==> src/rtl/seq_detector_prog_if.sv <==
// Serial-bit and configuration bundle for seq_detector_prog.
// The bench (or upstream logic) drives through master; the detector sits on slave.
interface seq_detector_prog_if #(
  parameter int unsigned MAX_LEN = 8,
  parameter int unsigned CNT_W   = 16
);
  localparam int unsigned LEN_W = $clog2(MAX_LEN + 1);

  logic               in_valid;
  logic               x;
  logic               cfg_load;
  logic [MAX_LEN-1:0] cfg_pattern;
  logic [LEN_W-1:0]   cfg_len;
  logic               cfg_overlap;
  logic               z;
  logic               cfg_err;
  logic [CNT_W-1:0]   match_cnt;

  modport master (
    output in_valid, x, cfg_load, cfg_pattern, cfg_len, cfg_overlap,
    input  z, cfg_err, match_cnt
  );

  modport slave (
    input  in_valid, x, cfg_load, cfg_pattern, cfg_len, cfg_overlap,
    output z, cfg_err, match_cnt
  );
endinterface

==> src/rtl/seq_detector_prog.sv <==
// Runtime-programmable serial pattern detector (1..MAX_LEN bits, overlap selectable).
// Define SEQ_DETECTOR_MATCH_COUNT_EN to build the saturating match counter; otherwise match_cnt=0.
module seq_detector_prog #(
  parameter int unsigned         MAX_LEN     = 8,
  parameter logic [MAX_LEN-1:0]  DEF_PATTERN = 8'b0000_1011,
  parameter int unsigned         DEF_LEN     = 4,
  parameter bit                  DEF_OVERLAP = 1'b0,
  parameter int unsigned         CNT_W       = 16
) (
  input  logic                 clk,
  input  logic                 reset,
  seq_detector_prog_if.slave   bus
);
  localparam int unsigned LEN_W = $clog2(MAX_LEN + 1);

  logic [MAX_LEN-1:0] hist_q, hist_d;
  logic [LEN_W-1:0]   fill_q, fill_d;
  logic [MAX_LEN-1:0] pat_q, pat_d;
  logic [LEN_W-1:0]   len_q, len_d;
  logic               ovl_q, ovl_d;
  logic               z_q, z_d;
  logic               err_q, err_d;

  logic [MAX_LEN-1:0] cand;
  logic [MAX_LEN-1:0] mask;
  logic [LEN_W:0]     fill_plus1;
  logic               hit;
  logic               len_ok;

  // Candidate window is the history with the incoming bit appended; mask keeps the low len bits.
  always_comb begin
    cand = {hist_q[MAX_LEN-2:0], bus.x};
    mask = '0;
    for (int i = 0; i < MAX_LEN; i++) begin
      mask[i] = (int'(len_q) > i);
    end
    fill_plus1 = {1'b0, fill_q} + (LEN_W + 1)'(1);
    hit        = (((cand ^ pat_q) & mask) == '0) && (fill_plus1 >= {1'b0, len_q});
    len_ok     = (bus.cfg_len != '0) && (bus.cfg_len <= LEN_W'(MAX_LEN));
  end

  always_comb begin
    hist_d = hist_q;
    fill_d = fill_q;
    pat_d  = pat_q;
    len_d  = len_q;
    ovl_d  = ovl_q;
    z_d    = 1'b0;
    err_d  = 1'b0;
    if (bus.cfg_load) begin
      // The x bit on a load cycle is always dropped, accepted load or not.
      if (len_ok) begin
        pat_d  = bus.cfg_pattern;
        len_d  = bus.cfg_len;
        ovl_d  = bus.cfg_overlap;
        hist_d = '0;
        fill_d = '0;
      end else begin
        err_d = 1'b1;
      end
    end else if (bus.in_valid) begin
      hist_d = cand;
      z_d    = hit;
      if (hit && !ovl_q) begin
        fill_d = '0;
      end else if (fill_q != LEN_W'(MAX_LEN)) begin
        fill_d = fill_q + LEN_W'(1);
      end
    end
  end

  always_ff @(posedge clk) begin
    if (reset) begin
      hist_q <= '0;
      fill_q <= '0;
      pat_q  <= DEF_PATTERN;
      len_q  <= LEN_W'(DEF_LEN);
      ovl_q  <= DEF_OVERLAP;
      z_q    <= 1'b0;
      err_q  <= 1'b0;
    end else begin
      hist_q <= hist_d;
      fill_q <= fill_d;
      pat_q  <= pat_d;
      len_q  <= len_d;
      ovl_q  <= ovl_d;
      z_q    <= z_d;
      err_q  <= err_d;
    end
  end

  assign bus.z       = z_q;
  assign bus.cfg_err = err_q;

`ifdef SEQ_DETECTOR_MATCH_COUNT_EN
  logic [CNT_W-1:0] cnt_q, cnt_d;

  always_comb begin
    cnt_d = cnt_q;
    if (z_d && (cnt_q != '1)) begin
      cnt_d = cnt_q + CNT_W'(1);
    end
  end

  always_ff @(posedge clk) begin
    if (reset) begin
      cnt_q <= '0;
    end else begin
      cnt_q <= cnt_d;
    end
  end

  assign bus.match_cnt = cnt_q;
`else
  assign bus.match_cnt = '0;
`endif
endmodule

==> src/flat_wrapper.sv <==
// flat-port wrapper written by rule: the top's interface ports become plain ports
module seq_detector_prog_flat 
#(
  parameter int unsigned         MAX_LEN     = 8,
  parameter logic [MAX_LEN-1:0]  DEF_PATTERN = 8'b0000_1011,
  parameter int unsigned         DEF_LEN     = 4,
  parameter bit                  DEF_OVERLAP = 1'b0,
  parameter int unsigned         CNT_W       = 16
)
  (clk, reset, bus_in_valid, bus_x, bus_cfg_load, bus_cfg_pattern, bus_cfg_len, bus_cfg_overlap, bus_z, bus_cfg_err, bus_match_cnt);
  seq_detector_prog_if #(.MAX_LEN(MAX_LEN), .CNT_W(CNT_W)) bus_i ();
  input  logic clk;
  input  logic reset;
  input wire logic [$bits(bus_i.in_valid)-1:0] bus_in_valid;
  input wire logic [$bits(bus_i.x)-1:0] bus_x;
  input wire logic [$bits(bus_i.cfg_load)-1:0] bus_cfg_load;
  input wire logic [$bits(bus_i.cfg_pattern)-1:0] bus_cfg_pattern;
  input wire logic [$bits(bus_i.cfg_len)-1:0] bus_cfg_len;
  input wire logic [$bits(bus_i.cfg_overlap)-1:0] bus_cfg_overlap;
  output wire logic [$bits(bus_i.z)-1:0] bus_z;
  output wire logic [$bits(bus_i.cfg_err)-1:0] bus_cfg_err;
  output wire logic [$bits(bus_i.match_cnt)-1:0] bus_match_cnt;
  assign bus_i.in_valid = bus_in_valid;
  assign bus_i.x = bus_x;
  assign bus_i.cfg_load = bus_cfg_load;
  assign bus_i.cfg_pattern = bus_cfg_pattern;
  assign bus_i.cfg_len = bus_cfg_len;
  assign bus_i.cfg_overlap = bus_cfg_overlap;
  assign bus_z = bus_i.z;
  assign bus_cfg_err = bus_i.cfg_err;
  assign bus_match_cnt = bus_i.match_cnt;
  seq_detector_prog #(.MAX_LEN(MAX_LEN), .DEF_PATTERN(DEF_PATTERN), .DEF_LEN(DEF_LEN), .DEF_OVERLAP(DEF_OVERLAP), .CNT_W(CNT_W)) u_core (.clk(clk), .reset(reset), .bus(bus_i));
endmodule
==> config.mk <==
export PLATFORM = sky130hd
export DESIGN_NAME = seq_detector_prog_flat
export DESIGN_NICKNAME = d
export VERILOG_FILES = /design/src/rtl/seq_detector_prog_if.sv /design/src/rtl/seq_detector_prog.sv /design/src/flat_wrapper.sv
export SDC_FILE = /design/constraint.sdc
export NUM_CORES = 1
export LEC_CHECK = 0
export CAP_MARGIN = 20
export CORE_UTILIZATION = 49
export DETAILED_ROUTE_END_ITERATION = 7
export PLACE_DENSITY = 0.82
export SLEW_MARGIN = 40
export SYNTH_ARGS = -nofsm -noshare
export SYNTH_HDL_FRONTEND = slang
export SYNTH_SLANG_ARGS = --single-unit
==> constraint.sdc <==
create_clock -name clk -period 2.25 [get_ports clk]
set_clock_uncertainty 0.1 [all_clocks]
set_input_delay 0.225 -clock clk [delete_from_list [all_inputs] [get_ports clk]]
set_output_delay 0.225 -clock clk [all_outputs]
set_load 0.02 [all_outputs]
==> results of run 1 <==
==> critical path: cells and delay by family, from the launching register on <==
| family | cells | cell delay, ps |
|---|---|---|
| simple gates | 1 | 210 |
| compound gates | 3 | 550 |
| flops | 1 | 420 |
| fa+ha+maj | 2 | 620 |
| buf+inv | 1 | 60 |
==> through the flow <==
step           total power [W]  hold slack (ps)
2_1_floorplan         0.000663              243
3_5_place_dp          0.000712              407
6_report               0.00103              383
4_1_cts                0.00103              374
5_1_grt                0.00108              369
3_3_place_gp          0.000702              400
==> cell usage in the layout, fill, tap and decap left out, drive strengths merged, types with 4 or more instances in the layout <==
master	instances
dfxtp	26
clkdlybuf4s50	19
nor2	18
conb	16
nand2	10
buf	9
xnor2	8
mux2i	8
a2bb2oi	7
nor3	7
ha	6
inv	5
a22o	5
nand2b	4
a211o	4
==> registers in the layout, indices dropped and copies added, names as in the netlist <==
name / count
u_core.ovl_q: 1
u_core.len_q: 4
u_core.bus.cfg_err: 1
u_core.pat_q: 8
u_core.bus.z: 1
u_core.hist_q: 7
u_core.fill_q: 4
==> cell families (layout without fill, tap and decap cells) <==
family / after synthesis / in the layout / share of synthesized area
other cells: 1 / 16 / 0.00253
buf+inv: 29 / 37 / 0.129
mux: 9 / 9 / 0.0616
compound gates: 32 / 32 / 0.166
simple gates: 51 / 51 / 0.180
xor+xnor: 10 / 10 / 0.0590
flops: 26 / 26 / 0.351
fa+ha+maj: 6 / 6 / 0.0506
==> per-layer routing <==
metal	track usage	vias up	routed length, um
met5	0	-	0
met4	0.0732	0	19
met3	0.0454	4	119
met2	0.355	29	1560
met1	0.235	562	1280
li1	-	588	-
==> layout make-up <==
cell class,count,area [um^2],share of cell area
multi-input combinational,124,828,0.478
sequential,26,523,0.302
timing repair buffer,28,270,0.156
tap,31,38.8,0.0224
clock inverter,1,30.0,0.0173
clock buffer,3,22.5,0.0130
inverter,5,18.8,0.0108
==> where the power goes <==
group	switching [W]	internal (W)	total (W)
clock network	0.000144	0.000180	0.000324
registers	0.0000205	0.000481	0.000502
logic	0.000104	0.0000998	0.000203
total	0.000268	0.000761	0.00103
==> worst paths after layout <==
check,startpoint,endpoint
max,u_core.fill_q[0]$_SDFFE_PP0P_,u_core.fill_q[2]$_SDFFE_PP0P_
min,bus_cfg_pattern[1],u_core.pat_q[1]$_SDFFE_PP1P_
max reg2reg,u_core.fill_q[0]$_SDFFE_PP0P_,u_core.fill_q[2]$_SDFFE_PP0P_
min reg2reg,u_core.pat_q[4]$_SDFFE_PP0P_,u_core.pat_q[4]$_SDFFE_PP0P_
==> what timing repair did <==
action	CTS	global route
endpoints found under the setup margin	0	4
hold buffers	0	0
gates resized for setup	0	3
==> summary.md, run 1 <==
| Metric | Value |
|---|---|
| Worst stage delay on the critical path | 420 ps |
| First-pass GRT wire length | 5110 um |
| Number of setup violations in the final report | 0 |
| Core Region | roughly 2800 um^2 |
| Placed inst area | 1680 um^2 |
| Status | complete, but fails checks |
| Most frequent cell after synthesis | dfxtp_1 |
| Setup TNS | 0 ps |
| Num CTS Buffers | 3 |
| Cell total after placement | 214 |
| Die X | 57.0 um |
| Max Slew Vio Count | 0 |
| Pleak | just over 0.7 nW |
| Fraction of layout cells with a size suffix above 1 | 0.112 |
| Worst Hold Class | input port to register |
| Fin cells | 218 |
| Post-CTS setup buffers | 0 |
| Via/cell ratio | 5.43 |
| Via count | 1,183 |
| Synth-to-Final Area Change | 16.7% |
| Failing checks | DRC |
| Cell Rows | 19 |
| Relative slew slack | 0.668 |
| Initial DRC count | 43 |
| Clock tree buffer depth | 2 |
| Initial Utilization | 0.529 |
| Antenna cells | 0 |
| CP Class | register to register |
| Yosys top cell area share | 0.351 |
| Hold Path Depth | 2 |
| Clk Tree Root Cell | clkbuf_4 |
| Htree depth | 1 |
| Clk slew on worst S/H paths | about 150 ps |
| Die Y | ~57 um |
| Final ANT Viol Nets | 0 |
| CP most frequent cell | ha_1 |
| CP Cell Sequence | inv_1 -> ha_1 -> ha_1 -> a211oi_1 -> o21ai_1 -> nand4b_1 -> a31o_2 |
| Fin. Hold Viols | 0 |
| Top FF cell, synth | dfxtp_1 |
| Worst skew pair latency | 330 ps |
| Crit path setup slack, layout | 206 ps |
| CP max stage cell | dfxtp_2 |
| Wire per inst | about 14 um |
| FF+latch count, synth | 26 |
| Yosys cell types | 40 |
| R2R depth | 7 |
| Fmax | 489 MHz |
| I/O pin count | 36 |
| GRT Total Usage | 0.200 |
| Final standard cell area without fillers | 1730 um^2 |
| Port Buffers | 19 |
| Clk sink count | 26 |
| Detail Placement HPWL | 2290 um |
| DIE AREA | 3250 um^2 |
| Arrival @ worst endpoint | 2180 ps |
| Vias in the first global route | 1,177 |
| CTS tree | done |
| Ys async rst share | 0 |
| Synth top area cells | dfxtp_1 (35%), buf_4 (8.1%), mux2i_1 (5.4%) |
| GPL Wtd Cong | 0.821 |
| Cells after synthesis | 164 |
| Cell area after synthesis | 1480 um^2 |
| RSZ-0062 raised after global routing | false |
| Worst slack, placed | -31.1 ps |
| DRC Markers | 4 |
| Min cycle time layout | 2040 ps |
| Filler Cell Count | between 200 and 250 |
| CP Capture Type | register |
| Area leader, netlist | dfxtp_1 |
| Period utilization | 0.908 |
| Pin count of the biggest net entering global routing | 17 |
| Top cells by count, synth | dfxtp_1 (26), nor2_1 (18), buf_4 (16) |
| Post-synth EDFFs | 0 |
| Initial antenna violation count | 0 |
| Layout net count | approximately 210 |
| Pre-Repair DR Iteration Count | 6 |
| Reg2Reg Setup Slack | 210 ps |
| CP max FO | 6 |
| PD cells | ~590 nW/um^2 |
| Worst Tran Pin Value | 496 ps |
| Worst path required time | 2390 ps |
| Gr ovfl total | 0 |
| Max IR drop VDD | between 0.0004 and 0.0005 V |
| Fin util | 0.617 |
| Sequential element share of the synthesized area | 0.351 |
| Synth warn | 0 |
| Final wirelength | 2990 um |
| Max-cap viol count | 0 |
| Startpoint types | register |
| Avg Cell Area, Syn | 9.05 um^2 |
(Power assumes the default switching activity.)
==> run 2: changes to the inputs <==
CORE_UTILIZATION = 50   (was 49)
CTS_BUF_LIST = sky130_fd_sc_hd__clkbuf_4   (was unset)
PLACE_DENSITY = 0.84   (was 0.82)
==> run 2 against run 1 <==
Compared with the run above: the run now ends clean; sequential power is essentially flat; critical path depth is the same; maximum frequency shrank 1.6%; clock power is essentially flat; utilization shrank 0.51 points; die area shrank 1.9%; clock-buffer cell count is the same; global-route usage shrank 0.34 points; largest power group unchanged.
==> summary.md, run 2 (synthesized netlist as in run 1, its figures left out) <==
| Metric | Value |
|---|---|
| Largest reg by FF count | u_core.pat_q |
| Max Slew Vio Count | 0 |
| RSZ-0062 raised after global routing | false |
| Commonest non-fill, non-tap cell in the layout | dfxtp_1 |
| Min cycle time layout | 2080 ps |
| Initial antenna violation count | 0 |
| Cell Rows | 19 |
| Core Region | 2780 um^2 |
| Period utilization | 0.923 |
| Initial Utilization | 0.534 |
| Clk sink count | 26 |
| Wire per inst | 13.5 um |
| Combinational power share | 0.191 |
| Detail Placement HPWL | 2210 um |
| Worst Hold Launch | bus_cfg_pattern[1] |
| Hold Path Depth | 2 |
| Final hold slack | 383 ps |
| First-pass GRT wire length | 4950 um |
| R2R depth | 7 |
| Status | finished clean |
| Worst skew pair latency | 320 ps |
| Fin. Hold Viols | 0 |
| Gr ovfl total | 0 |
| Fmax | around 480 MHz |
| Hold worst-path end | u_core.pat_q[1]$_SDFFE_PP1P_ |
| Initial DRC count | 23 |
| Placed inst area | 1650 um^2 |
| Num CTS Buffers | 3 |
| Number of setup violations in the final report | 0 |
| Layout net count | 210 |
| PD cells | 600 nW/um^2 |
| Clk network pwr share | 0.319 |
| Via/cell ratio | 5.57 |
| Int Pwr | ~0.00076 W |
| Die Y | 56.5 um |
| Worst flop-to-flop path endpoint | u_core.fill_q[2]$_SDFFE_PP0P_ |
| PostCTS Resize Cnt | 0 |
| Net load switching power | 0.000266 W |
| Commonest cells after routing, fill and taps aside | dfxtp_1 (25), clkdlybuf4s50_1 (19), nor2_1 (18) |
| Antenna cells | 0 |
| GRT Total Usage | 0.196 |
| Pin count of the biggest net entering global routing | 17 |
| Max IR drop VDD | 0.000416 V |
| Vias in the first global route | 1,156 |
| CTS tree | done |
| GPL Wtd Cong | 0.818 |
| Startpoint types | register |
| Clock tree buffer depth | 2 |
| Reg power frac | 0.491 |
| Pre-Repair DR Iteration Count | 4 |
| Final ANT Viol Nets | 0 |
| Reg2Reg Setup Slack | approximately 170 ps |
| DRC Markers | 0 |
| Fraction of layout cells with a size suffix above 1 | 0.0973 |
| Via count | 1,204 |
| Max reg flops | 8 |
| CP Class | register to register |
| I/O pin count | 36 |
| Sw Share | 0.261 |
| Pleak | 0.700 nW |
| Synth-to-Final Area Change | 14.8% |
| CP Capture Type | register |
| Max-cap viol count | 0 |
| DIE AREA | 3190 um^2 |
| Final wirelength | between 2000 and 3000 um |
| Clk Tree Root Cell | clkbuf_4 |
| Clk slew on worst S/H paths | around 140 ps |
| CP max FO | 6 |
| Top Registers | u_core.pat_q (8), u_core.hist_q (7) |
| Reg2reg start | u_core.fill_q[0]$_SDFFE_PP0P_ |
| Htree depth | 1 |
| Arrival @ worst endpoint | 2210 ps |
| Worst path required time | 2390 ps |
| Worst Hold Class | input port to register |
| Post-CTS setup buffers | 0 |
| Die X | 56.5 um |
| Hold buffer count at cts | 0 |
| Port Buffers | 19 |
| Final standard cell area without fillers | roughly 1700 um^2 |
## run 2: cell types whose count changed in the layout (fill, tap and decap cells not counted)
cell,change
buf_12,-1
buf_4,-1
dfxtp_1,+1
dfxtp_2,-1
o21ai_0,+1
o21ai_1,-1
## run 2: worst max-delay path by stage
| stage | startpoint | end | cells after the start |
|---|---|---|---|
| CTS | u_core.fill_q[0]$_SDFFE_PP0P_ | u_core.fill_q[2]$_SDFFE_PP0P_ | 7 |
| global route | u_core.fill_q[1]$_SDFFE_PP0P_ | u_core.fill_q[2]$_SDFFE_PP0P_ | 7 |
| global placement | bus_cfg_len[0] | u_core.len_q[2]$_SDFFE_PP1P_ | 5 |
| floorplan | u_core.fill_q[0]$_SDFFE_PP0P_ | u_core.fill_q[2]$_SDFFE_PP0P_ | 7 |
| detailed placement | bus_cfg_len[0] | u_core.len_q[2]$_SDFFE_PP1P_ | 5 |
| finish | u_core.fill_q[0]$_SDFFE_PP0P_ | u_core.fill_q[2]$_SDFFE_PP0P_ | 7 |
## run 2: metal layers
layer / GRT usage / vias to the layer above / part of all wire
met1: 0.220 / 576 / 0.43
met5: 0 / - / 0
met4: 0.0627 / 0 / 0.010
met2: 0.370 / 36 / 0.53
met3: 0.0346 / 5 / 0.038
li1: - / 587 / -
## run 2: metrics by stage
stage               power, W  cells  setup WS [ps]  setup TNS (ps)  utilization
floorplan           0.000663    179            361               0            -
global placement    0.000695    212          -30.4           -30.4        0.593
detailed placement  0.000704    212          -57.7           -58.0        0.593
CTS                  0.00103    216            107               0        0.612
global route         0.00107    216           9.24               0        0.612
finish               0.00102    216            173               0        0.612
## run 2: area by class of cell
class                           count  area [um^2]
Clock buffer                        3         22.5
Clock inverter                      1         30.0
Fill cell                         234         1080
Inverter                            5         18.8
Multi-Input combinational cell    124          828
Sequential cell                    26          522
Tap cell                           31         38.8
Timing Repair Buffer               26          243
## run 2: power groups by stage
stage,Sequential (W),Combinational [W],Clock (W)
global placement,0.000509,0.000186,0
detailed placement,0.000511,0.000194,0
CTS,0.000501,0.000195,0.000336
finish,0.000501,0.000195,0.000326
global route,0.000504,0.000216,0.000353
floorplan,0.000506,0.000157,0
## run 2: critical path, cell delays in order, from the launching register on
cell and delay [ps]:
dfxtp_2 410, inv_1 60, ha_1 320, ha_1 280, a211oi_1 60, o21ai_0 230, nand4b_1 230, a31o_2 290
